$ cat src/rtl/bcd_convert_param.sv
// bcd_convert_param: parametrised sequential binary-to-BCD converter
// (double-dabble, one input bit per clock).
//
// Parameters:
//   BIN_W  - binary input width (4..32)
//   DIGITS - number of BCD output digits (1..10)
//
// Ports:
//   clk        - system clock, rising edge
//   rst        - synchronous active-high reset
//   ena        - start request, sampled only when not busy
//   bin_d_in   - unsigned binary input, captured on the accepting edge
//   bcd_d_out  - registered BCD result, digit 0 in bits [3:0]
//   rdy        - one-cycle pulse, result valid
//   busy       - conversion in progress
//   ovf        - result exceeded 10^DIGITS-1, held with bcd_d_out
//   blank_out  - leading-zero blanking mask (only with BCD_LZB_EN defined)
//
// Optional feature macro: BCD_LZB_EN (adds blank_out).
module bcd_convert_param #(
    parameter int unsigned BIN_W  = 8,
    parameter int unsigned DIGITS = 3
) (
    input  logic                  clk,
    input  logic                  rst,
    input  logic                  ena,
    input  logic [BIN_W-1:0]      bin_d_in,
    output logic [4*DIGITS-1:0]   bcd_d_out,
    output logic                  rdy,
    output logic                  busy,
    output logic                  ovf
`ifdef BCD_LZB_EN
    ,
    output logic [DIGITS-1:0]     blank_out
`endif
);

    localparam int unsigned BCD_W = 4 * DIGITS;
    localparam int unsigned SR_W  = BCD_W + BIN_W;
    localparam int unsigned CNT_W = $clog2(BIN_W);

    localparam logic [1:0] S_IDLE = 2'd0;
    localparam logic [1:0] S_CONV = 2'd1;
    localparam logic [1:0] S_DONE = 2'd2;

    logic [1:0]        state, state_nx;
    logic [SR_W-1:0]   sr, sr_nx;
    logic [CNT_W-1:0]  cnt, cnt_nx;
    logic              acc, acc_nx;
    logic [BCD_W-1:0]  bcd_nx;
    logic              ovf_nx, rdy_nx, busy_nx;
    logic [SR_W-1:0]   adj;
    logic [SR_W-1:0]   shifted;
    logic              top_bit;

`ifdef BCD_LZB_EN
    // Every digit above 0 blanked: a zero result still shows one "0".
    localparam logic [DIGITS-1:0] BLANK_RST = ~DIGITS'(1);
    logic [DIGITS-1:0] blank_nx;
    logic [DIGITS-1:0] blank_calc;
    logic              all_zero;
`endif

    // Add-3 correction per digit, then one-bit left shift of {bcd, bin}
    always_comb begin
        adj = sr;
        for (int i = 0; i < int'(DIGITS); i++) begin
            if (adj[BIN_W + 4*i +: 4] >= 4'd5) begin
                adj[BIN_W + 4*i +: 4] = adj[BIN_W + 4*i +: 4] + 4'd3;
            end
        end
        top_bit = adj[SR_W-1];
        shifted = {adj[SR_W-2:0], 1'b0};
    end

`ifdef BCD_LZB_EN
    // Digit i blanked when it and every higher digit are zero (i >= 1)
    always_comb begin
        blank_calc = '0;
        all_zero   = 1'b1;
        for (int i = int'(DIGITS) - 1; i >= 1; i--) begin
            all_zero      = all_zero && (shifted[BIN_W + 4*i +: 4] == 4'd0);
            blank_calc[i] = all_zero;
        end
    end
`endif

    // Next-state and next-output logic
    always_comb begin
        state_nx = state;
        sr_nx    = sr;
        cnt_nx   = cnt;
        acc_nx   = acc;
        bcd_nx   = bcd_d_out;
        ovf_nx   = ovf;
        rdy_nx   = 1'b0;
        busy_nx  = 1'b0;
`ifdef BCD_LZB_EN
        blank_nx = blank_out;
`endif
        case (state)
            S_IDLE, S_DONE: begin
                if (ena) begin
                    sr_nx    = {{BCD_W{1'b0}}, bin_d_in};
                    cnt_nx   = '0;
                    acc_nx   = 1'b0;
                    busy_nx  = 1'b1;
                    state_nx = S_CONV;
                end else begin
                    state_nx = S_IDLE;
                end
            end
            S_CONV: begin
                sr_nx   = shifted;
                acc_nx  = acc | top_bit;
                cnt_nx  = cnt + CNT_W'(1);
                busy_nx = 1'b1;
                if (cnt == CNT_W'(BIN_W - 1)) begin
                    state_nx = S_DONE;
                    rdy_nx   = 1'b1;
                    busy_nx  = 1'b0;
                    bcd_nx   = shifted[SR_W-1:BIN_W];
                    ovf_nx   = acc | top_bit;
`ifdef BCD_LZB_EN
                    blank_nx = blank_calc;
`endif
                end
            end
            default: begin
                state_nx = S_IDLE;
            end
        endcase
    end

    // State and output registers
    always_ff @(posedge clk) begin
        if (rst) begin
            state     <= S_IDLE;
            sr        <= '0;
            cnt       <= '0;
            acc       <= 1'b0;
            bcd_d_out <= '0;
            ovf       <= 1'b0;
            rdy       <= 1'b0;
            busy      <= 1'b0;
`ifdef BCD_LZB_EN
            blank_out <= BLANK_RST;
`endif
        end else begin
            state     <= state_nx;
            sr        <= sr_nx;
            cnt       <= cnt_nx;
            acc       <= acc_nx;
            bcd_d_out <= bcd_nx;
            ovf       <= ovf_nx;
            rdy       <= rdy_nx;
            busy      <= busy_nx;
`ifdef BCD_LZB_EN
            blank_out <= blank_nx;
`endif
        end
    end

endmodule

$ cat config.mk
export PLATFORM = sky130hd
export DESIGN_NAME = bcd_convert_param
export DESIGN_NICKNAME = d
export VERILOG_FILES = /design/src/rtl/bcd_convert_param.sv
export SDC_FILE = /design/constraint.sdc
export NUM_CORES = 1
export LEC_CHECK = 0
export BUFFER_PORTS_ARGS = -buffer_cell sky130_fd_sc_hd__buf_4
export CAP_MARGIN = 10
export CORE_MARGIN = 1.5
export CORE_UTILIZATION = 50
export DETAILED_ROUTE_END_ITERATION = 10
export HOLD_SLACK_MARGIN = 0.02
export PLACE_DENSITY = 0.76
export SLEW_MARGIN = 25
export SYNTH_ARGS = -nofsm -noshare
export SYNTH_HDL_FRONTEND = slang
export SYNTH_SLANG_ARGS = --single-unit
$ cat constraint.sdc
create_clock -name clk -period 2.8 [get_ports clk]
set_input_delay 0.28 -clock clk [delete_from_list [all_inputs] [get_ports clk]]
set_output_delay 0.28 -clock clk [all_outputs]
set_load 0.01 [all_outputs]
==> impl_metrics.ini <==
[routing]
vias = 1447
totalWireLength_mm = 3.64
vias_per_cell = 5.42
drc_errors = 0
drt-initial-drc-count = 69
drt-wirelength-per-cell_um = 13.6
first_pass_iters = 4
ant_nets = 0

[global_route]
grt_pass1_wl_mm = 6.33
grt_max_degree = 42
antenna_found_initial = 0
gr-total-overflow = 0
grt_pass1_vias = 1377
grt_use_total_pct = 20.3

[power_and_ir_drop]
internal-power_w = 0.000730
p_per_area_mw_per_mm2 = 484
p_leak_nw = 0.769
power.net_switching_w = 0.000256
max-vdd-ir-drop_mv = 0.398
power.share.clock_pct = 29.4
p_comb_share_pct = 8.9
seq_power_share_pct = 61.7
netSwitchingFraction_pct = 26.0

[placed_design]
io_buffers = 25
hpwl_mm = 2.36
placedCellCount = 259
gp_congestion = 0.805

[synthesis]
async_flop_share_pct = 0
synthFlopType = dfxtp_1
synth_nets = 218
synth_area_mm2 = 0.00180
synthTopCellsByArea = dfxtp_1 46%, ha_1 5.6%, nor2_1 5.2%
ys_seq_area_share_pct = 45.6
synth.most_common_cell = dfxtp_1
yosys.area.top_type = dfxtp_1
synth_top_cell_area_share_pct = 45.6
netlist_top_cells_count = 41 x dfxtp_1, 25 x nor2_1, 13 x nor3_1, 12 x o22ai_1, 10 x o21ai_0
syn_inst = 199
ys_warn_count = 0
synth_edf_count = 0
ys_seq_elements = 41
ys_types = 30
avgSynthCellArea_um2 = 9.04

[clocking]
cts_resized = 0
cts_hold_buf = 0
cts_setup_buffers = 0
clockBufferDepth = 2
path_clk_slew_ns = 0.12
cts.sinks = 41
clock_tree.root_cell = clkbuf_4
htreeDepth = 2
cts_tree = built
clkLatencyLatePin_ns = 0.35
cts_buffers = 5

[floorplan]
io_pins = 26
fp.dieArea_mm2 = 0.00397
initial_core_util_pct = 53.1
core_mm2 = 0.00339
die_height_um = 63.0
die_w_um = 63.0
rows = 21

[min_path]
worstHoldPathCells = 3
hp-start = bin_d_in[0]
holdCritPathClass = input port to flip-flop
holdPathEnd = sr[0]

[worst_setup_path]
crit_chain = nor2b_4, and2_1, nand2b_4, o21ai_1
r2r_setup_slack_ns = 1.16
reg2reg_depth = 4
worst-path-stages = 4
path_class = flip-flop to flip-flop
timing.rr.end = bcd_d_out[6]
path_buf_inv = 0
cp_top_family = simple AND/OR/NAND/NOR gates
regToRegStartpoint = state[0]
slowest_delay_ns = 0.51
startpoint = state[0]
worst_setup_path_end_kind = flip-flop
required_ns = 3.09
critPathArrivalTime_ns = 1.93
critPathLaunchType = flip-flop
cp_max_fo = 15
slowest_stage = and2_1

[final_layout]
diodes = 0
drive_gt1_share_pct = 19.0
fin_nets = 239
syn_to_final_growth_pct = 13.2
final_cell_count_no_fill = 267

[timing]
maxSlewHeadroom_pct = 56.5
drv_slew = 0
tns_ns = 0
rsz0062_at_grt = no
max_freq_mhz = 610
finClkSkew_ns = 0.00603
period_needed_ns = 1.64
hold_viol = 0
timing.final.crit_share_pct = 58.5
worstMarginPinSlew_ns = 0.651
setup_viol = 0

[job]
cap_violations = 0

[status]
outcome = completed
## power groups by stage
stage	registers (W)	logic, W	clock network, W
after detailed placement	0.000622	0.0000880	0
after global placement	0.000621	0.0000871	0
after global routing	0.000612	0.0000996	0.000322
final	0.000609	0.0000879	0.000290
after floorplan	0.000620	0.0000641	0
after CTS	0.000609	0.0000881	0.000297
## layout make-up
type | instances | area (µm²)
clock buffers | 6 | 41.3
flip-flops and latches | 41 | 821
inverters | 8 | 30.0
repair buffers | 25 | 188
clock inverters | 2 | 10.0
well taps | 46 | 57.6
multi-input cells | 139 | 890
fillers | 328 | 1350
## per-stage QoR
step	total power (W)	worst slack [ns]	util (%)	hold slack, ns	area [µm²]
4_1_cts	0.000993	1.16	60.1	0.169	2040
5_1_grt	0.00103	0.953	60.1	0.216	2040
2_1_floorplan	0.000684	1.36	-	0.441	1800
3_5_place_dp	0.000710	1.18	58.6	0.469	1990
3_3_place_gp	0.000708	1.22	58.6	0.469	1990
6_report	0.000986	1.16	60.1	0.178	2040
## worst reg2reg max path: stages (launching register included)
cell	delay, ns
dfxtp_1	0.38
nor2b_4	0.35
and2_1	0.52
nand2b_4	0.18
o21ai_1	0.16
## placed cells by master, fill, tap and decap left out, types with 2 or more instances in the layout
| master | instances |
|---|---|
| dfxtp_1 | 41 |
| nor3_1 | 13 |
| clkinv_2 | 2 |
| ha_1 | 8 |
| inv_1 | 8 |
| nand4b_1 | 3 |
| mux2_2 | 3 |
| a21oi_2 | 2 |
| o21ai_0 | 10 |
| nand3b_1 | 7 |
| nand2_1 | 4 |
| nor2_1 | 25 |
| nand3_1 | 3 |
| xnor2_1 | 3 |
| a211oi_2 | 3 |
| nand2b_1 | 6 |
| buf_4 | 25 |
| a21oi_1 | 9 |
| clkbuf_4 | 5 |
| o21ai_1 | 6 |
| o22ai_1 | 12 |
| or3_1 | 5 |
| a22oi_1 | 4 |
| a211oi_1 | 3 |
| nor3b_1 | 6 |
## worst max path at each step
| stage | end |
|---|---|
| final | bcd_d_out[6] |
| after global routing | bcd_d_out[7] |
| after CTS | bcd_d_out[6] |
| after detailed placement | bcd_d_out[6] |
| after global placement | sr[1] |
| after floorplan | sr[10] |
## state kept, by name (all words and copies together), names as in the netlist
signal     cells
cnt            3
bcd_d_out     12
state          2
acc            1
busy           1
sr            20
rdy            1
ovf            1
## logic make-up after synthesis
logic type | synth area share [%]
AO/OA/AOI/OAI | 17.1
adder cells (fa/ha/maj) | 5.56
buffers and inverters | 4.94
multiplexers | 1.88
XOR/XNOR | 1.46
AND/OR/NAND/NOR | 23.4
flip-flops | 45.6
## metal layers
layer / part of all wire (%) / vias up / global-route usage [%] / routed length, µm
met5: 0 / - / 0 / 0
met4: 1.9 / 0 / 8.61 / 68
met3: 4.7 / 9 / 5.41 / 170
met2: 44 / 22 / 32.2 / 1610
met1: 49 / 675 / 26.1 / 1790
li1: - / 741 / - / -
(Power assumes the default switching activity.)
